$ cat config.mk
export PLATFORM = sky130hd
export DESIGN_NAME = c3_pool_window_buffer
export DESIGN_NICKNAME = d
export VERILOG_FILES = /design/src/rtl/c3_pool_window_buffer.sv
export SDC_FILE = /design/constraint.sdc
export NUM_CORES = 2
export LEC_CHECK = 0
export CAP_MARGIN = 20
export CORE_AREA = 2 2 481 483
export DETAILED_ROUTE_END_ITERATION = 8
export DIE_AREA = 0 0 483 485
export PLACE_DENSITY = 0.65
export SYNTH_ARGS = -nofsm -noshare
export SYNTH_HDL_FRONTEND = slang
export SYNTH_SLANG_ARGS = --single-unit
$ cat constraint.sdc
create_clock -name clk -period 49.3 [get_ports clk]
set_clock_uncertainty 0.15 [all_clocks]
set_input_delay 7.395 -clock clk [delete_from_list [all_inputs] [get_ports clk]]
set_output_delay 7.395 -clock clk [all_outputs]
set_load 0.02 [all_outputs]
$ cat src/rtl/c3_pool_window_buffer.sv
// -----------------------------------------------------------------------------
// c3_pool_window_buffer
//
// Sits in front of the C3 max-pooling stage. Takes the C3 conv/ReLU stream
// (all CH channels of one pixel per beat, raster order), keeps one even row in
// a line buffer and emits non-overlapping 2x2 windows, one packed word per
// channel, with a single-cycle valid one clock after the completing beat.
//
// Ports
//   clk            clock
//   rst_n          synchronous active-low reset
//   c3_in_valid    input beat qualifier
//   c3_in_sof      start of frame, only looked at when c3_in_valid=1
//   c3_in_data     pixel, channel k at [DW*k +: DW]
//   c3_reg_valid   one-cycle window valid pulse
//   c3_reg_out     windows, channel k at [4*DW*k +: 4*DW] = {TL, TR, BL, BR}
//   c3_frame_done  pulses together with the last window of a frame
// -----------------------------------------------------------------------------
module c3_pool_window_buffer #(
  parameter int IMG_W = 10,
  parameter int IMG_H = 10,
  parameter int CH    = 16,
  parameter int DW    = 8
) (
  input  logic                 clk,
  input  logic                 rst_n,
  input  logic                 c3_in_valid,
  input  logic                 c3_in_sof,
  input  logic [CH*DW-1:0]     c3_in_data,
  output logic                 c3_reg_valid,
  output logic [CH*4*DW-1:0]   c3_reg_out,
  output logic                 c3_frame_done
);

  localparam int PW = CH * DW;
  localparam int WW = 4 * DW;
  localparam int CW = (IMG_W > 1) ? $clog2(IMG_W) : 1;
  localparam int RW = (IMG_H > 1) ? $clog2(IMG_H) : 1;

  localparam logic [CW-1:0] LAST_COL = CW'(IMG_W - 1);
  localparam logic [RW-1:0] LAST_ROW = RW'(IMG_H - 1);
  // Position of the beat that completes the final window; an odd trailing
  // column/row never completes a window, so it is floored away.
  localparam logic [CW-1:0] WIN_COL  = CW'((IMG_W % 2 == 0) ? IMG_W - 1 : IMG_W - 2);
  localparam logic [RW-1:0] WIN_ROW  = RW'((IMG_H % 2 == 0) ? IMG_H - 1 : IMG_H - 2);

  logic [CW-1:0] col_q, col_d;
  logic [RW-1:0] row_q, row_d;
  logic [PW-1:0] prev_q;
  logic [PW-1:0] lb_q [IMG_W];
  logic          reg_valid_q;
  logic          frame_done_q;
  logic [CH*WW-1:0] reg_out_q;

  logic [CW-1:0] cur_col;
  logic [RW-1:0] cur_row;
  logic [CW-1:0] tl_idx;
  logic          lb_wr;
  logic          prev_wr;
  logic          win_fire;
  logic          last_win;
  logic [CH*WW-1:0] win;

  always_comb begin
    // NOTE: every signal driven here gets a default first so no path leaves
    // it unassigned, which would otherwise infer a latch.
    col_d = col_q;
    row_d = row_q;

    // A sof beat is pixel (0,0) whatever the counters say; this alone
    // discards any half-built window.
    cur_col = (c3_in_sof) ? '0 : col_q;
    cur_row = (c3_in_sof) ? '0 : row_q;

    lb_wr    = c3_in_valid & ~cur_row[0];
    prev_wr  = c3_in_valid &  cur_row[0] & ~cur_col[0];
    win_fire = c3_in_valid &  cur_row[0] &  cur_col[0];
    last_win = (cur_row == WIN_ROW) && (cur_col == WIN_COL);

    if (c3_in_valid) begin
      if (cur_col == LAST_COL) begin
        col_d = '0;
        row_d = (cur_row == LAST_ROW) ? '0 : cur_row + 1'b1;
      end else begin
        col_d = cur_col + 1'b1;
        row_d = cur_row;
      end
    end

    // cur_col is odd whenever the window is used, so col-1 stays in range.
    tl_idx = cur_col - 1'b1;
    win    = '0;
    for (int k = 0; k < CH; k++) begin
      win[k*WW +: WW] = {lb_q[tl_idx][k*DW +: DW],
                         lb_q[cur_col][k*DW +: DW],
                         prev_q[k*DW +: DW],
                         c3_in_data[k*DW +: DW]};
    end
  end

  always_ff @(posedge clk) begin
    // NOTE: all state here uses non-blocking assignments so every register
    // samples the pre-edge values, independent of statement order.
    if (!rst_n) begin
      col_q        <= '0;
      row_q        <= '0;
      prev_q       <= '0;
      reg_valid_q  <= 1'b0;
      frame_done_q <= 1'b0;
      reg_out_q    <= '0;
      // NOTE: the line buffer is deliberately reset as well so no window can
      // ever expose data from before the reset; it is small register storage,
      // not a RAM macro, so a reset loop is legal here.
      for (int i = 0; i < IMG_W; i++) begin
        lb_q[i] <= '0;
      end
    end else begin
      col_q        <= col_d;
      row_q        <= row_d;
      reg_valid_q  <= win_fire;
      frame_done_q <= win_fire & last_win;
      if (lb_wr) begin
        lb_q[cur_col] <= c3_in_data;
      end
      if (prev_wr) begin
        prev_q <= c3_in_data;
      end
      // Output word holds between pulses.
      if (win_fire) begin
        reg_out_q <= win;
      end
    end
  end

  assign c3_reg_valid  = reg_valid_q;
  assign c3_frame_done = frame_done_q;
  assign c3_reg_out    = reg_out_q;

endmodule

# Word-level counts from Yosys, hierarchy flattened
# Memories as Yosys holds them, arrays and structs flattened. A register that Yosys moved wholly into a read port is not among the register bits.
# Cells that the tools add are included.
# Widths: inputs -> output; s select.
# word_totals
romBits	0
latch_bits	0
memories	1
input_bits	132
register_bits	650
word_cells	35
ramBits	1280
# classes
eq_ne	2
magnitude_cmp	0
reduce_logical	4
bitwise	7
mul	0
div	0
n_mux	12
addsub	3
n_shift	0
# mem_list
memory	depth	width	rd	rd_clocked_by_memory_dff	wr	line	rtl
lb_q	10	128	2	2	10	50	logic [PW-1:0] lb_q [IMG_W];
# op_table
operator	count
$mux 128	1
$reduce_or 128->1	1
$mux 4	6
$add 4x1->4 const B	2
$eq 4x4->1 const B	2
$and 1x1->1	5
$mux 1	5
$sub 4x1->4 const B	1
$logic_not 1->1	2
$not 1->1	2
$logic_and 1x1->1	1

# Longest topological paths before layout
# logic_depth
ltp_word	8
ltp_mapped	12
ltp_nobuf	8

# Worst setup path after synthesis
# OpenSTA, ideal clock, no wires.
# synth_path
path_type	in2reg
startpoint	in c3_in_sof
endpoint	mem lb_q[9][0] in the netlist's numbering, enable pin
t_arrival_ns	20.930
path_stages	5
setup_time_ns	0.961
n_path_buf	3
setup_slack_ns	27.259
path_cell_list	buf_2 > nand2b_1 > clkbuf_1 > clkbuf_1 > o41ai_1
# synth_rtl
element	line	rtl
start: declaration	28	input logic c3_in_sof,
end: declaration	50	

==> out/metrics.csv <==
stage,metric,value,unit
worst_hold_path,min_path_type,flop to flop,
timing,rsz0062_at_grt,false,
power,intPower,3830,uW
power,ir_worst_vdd,0.0000353,V
final_layout,stdcell_count,12700,
power,comb_power_share,5.8,%
final_layout,final_area,132000,sq um
worst_setup_path,criticalPathCategory,input port to flop,
die,die_y,485,um
yosys,synth_seq_area_share,65.4,%
clocking,cts_resized,0,
yosys,netlist_area,114000,sq um
yosys,syn_inst,9099,
timing,tns,0,ps
clocking,h-tree-depth,5,
power,power_frac_clock,43.4,%
timing,slew_headroom,4.90,%
place,gp_congestion,0.842,
detailed_routing,via_per_inst,6.48,
grt,antenna_found_initial,8,
flow_run,cap_violations,0,
die,die_area,234000,sq um
clocking,cts.reportedPaths.clkPinSlew,60,ps
final_layout,fin_nets,9608,
worst_setup_path,cp-end-kind,flop,
grt,grt.total_usage,33.8,%
yosys,synth_top_area_cell,edfxtp_1,
detailed_routing,firstDrtPassIters,8,
yosys,syn_avg_cell_area,12.5,sq um
yosys,ys_types,55,
timing,hold_slack,268,ps
yosys,synth_area_leaders,"edfxtp_1, dfxtp_1, mux4_2",
power,power_leakage,0.0444,uW
detailed_routing,ant_nets,0,
clocking,clockBufferDepth,4,
power,power_density,37.4,nW/um^2
timing,period_needed,12750,ps
yosys,post-synth-top-area-fraction,54.0,%
die,core,229000,sq um
timing,setup_viol,0,
clocking,cts_inserted_buffers,297,
grt,grt_pass1_vias,81200,
timing,worst_pin_slew,1430,ps
place,place_hpwl,207000,um
detailed_routing,wirelength,406000,um
timing,fin_ws,36550,ps
die,rows,176,
worst_setup_path,critPathMaxFanout,74,
detailed_routing,drcViolationCount,0,
yosys,synth_ff_type,edfxtp_1,
place,place_area,123000,sq um
grt,overflow,0,
grt,grt_start_max_net_pins,205,
worst_setup_path,required,49690,ps
grt,grt_pass1_wl,577000,um
clocking,cts_setup_buffers,0,
yosys,synth_enable_flop_cells,2048,
clocking,cts_tree,done,
yosys,async_reset_ff_share,0,%
worst_setup_path,cp-start-kind,input port,
timing,fmax,78.4,MHz
clocking,clock-root-buffer,clkbuf_16,
die,die_w,483,um
timing,slew_violations,0,
detailed_routing,avgRoutedWirePerCell,31.9,um
place,placed_cells,12200,
worst_setup_path,worstPathArrival,13140,ps
clocking,clock_sinks,2698,
yosys,ys_ff_latch,2698,
final_layout,area_growth,15.9,%
final_layout,drive_gt1_share,10.8,%
die,start_util,49.8,%
final_layout,layout_commonest_cell,edfxtp_1,
detailed_routing,drtIter0Drc,12000,
power,switchingPower,1110,uW
clocking,clkLatencyLatePin,950,ps
place,dp_slack,35860,ps
timing,hold_viol,0,
place,portBuffers,645,
clocking,holdBufCountCts,0,
power,power_frac_seq,50.8,%
yosys,ys_warn_count,0,
final_layout,final_cell_mix,"edfxtp_1, nand2_1, nor2_1",
power,sw_frac_of_total,22.4,%
yosys,synth_nets,9235,
detailed_routing,via_count,82600,
timing,post-route-period-util,25.9,%
die,io_pins,646,
status,status,finished clean,
==> through the flow <==
stage	total power [uW]	utilization [%]
floorplan	2730	-
global placement	2830	53.5
detailed placement	2830	53.6
CTS	4950	57.6
global route	5050	57.7
finish	4940	57.7
==> routing by layer <==
metal | up-vias | wire length [um] | GRT usage (%) | part of all wire, %
met4 | 0 | 21200 | 16.1 | 5.2
met3 | 1073 | 54200 | 8.08 | 13
met5 | - | 0 | 0 | 0
li1 | 34100 | - | - | -
met2 | 6339 | 184000 | 52.5 | 45
met1 | 41000 | 147000 | 44.9 | 36
==> power groups by stage <==
stage	Combinational [uW]	Clock, uW	Sequential (uW)
final	284	2150	2510
after global routing	293	2250	2510
after CTS	277	2160	2510
after detailed placement	276	0	2560
after global placement	273	0	2550
after floorplan	172	0	2550
==> cells in the mapped netlist, drive strengths merged, types with 2 or more instances <==
master,instances
a211oi,133
a21boi,395
a21o,16
a21oi,99
a221oi,18
a222oi,16
a22oi,164
a31oi,209
and2,260
and3,3
and4b,2
buf,234
clkbuf,501
dfxtp,650
edfxtp,2048
ha,4
inv,149
mux2,138
mux2i,345
mux4,277
nand2,1515
nand2b,11
nand3,8
nand4,2
nor2,1021
nor2b,40
nor3,7
nor3b,4
o211a,2
o211ai,16
o21ai,452
o221ai,211
o22a,16
o22ai,123
or3,2
==> kinds of logic after synthesis <==
group / Yosys count / share of synthesized area [%]
fa+ha+maj: 4 / 0.0439
compound gates: 1875 / 11.1
mux: 760 / 9.87
flops: 2698 / 65.4
simple gates: 2877 / 10.2
buf+inv: 884 / 3.35
xor+xnor: 1 / 0.00769
==> path summary, 6_finish.rpt <==
check                               start  slack [ps]  depth (start not counted)                            to
setup / recovery                c3_in_sof       36550                          8        lb_q[15][69]$_DFFE_PP_
setup reg to reg    col_q[0]$_SDFFE_PN0P_       43260                          8   c3_reg_out[61]$_SDFFE_PN0P_
hold reg to reg   prev_q[78]$_SDFFE_PN0P_         270                          2  c3_reg_out[302]$_SDFFE_PN0P_
hold / removal    prev_q[78]$_SDFFE_PN0P_         270                          2  c3_reg_out[302]$_SDFFE_PN0P_
==> critical path, stage by stage <==
cell and delay [ps]:
buf_8 700, buf_4 810, nand2b_1 210, and3_4 670, nand3_1 450, nor2_4 750, buf_4 900, buf_4 880
==> cell type report <==
class,instances,area [sq um]
multi-input cells,5517,36000
fillers,18400,96900
clock inverters,102,881
well taps,3026,3790
diodes,7,17.5
inverters,149,574
repair buffers,809,8000
flip-flops and latches,2698,74500
clock buffers,423,8330
==> state kept, by name, indices dropped and copies added, names as in the netlist <==
signal         flops
row_q              4
lb_q            2048
c3_reg_valid       1
c3_reg_out       512
prev_q           128
c3_frame_done      1
col_q              4
Note: power is estimated with default switching activity, not from simulation.
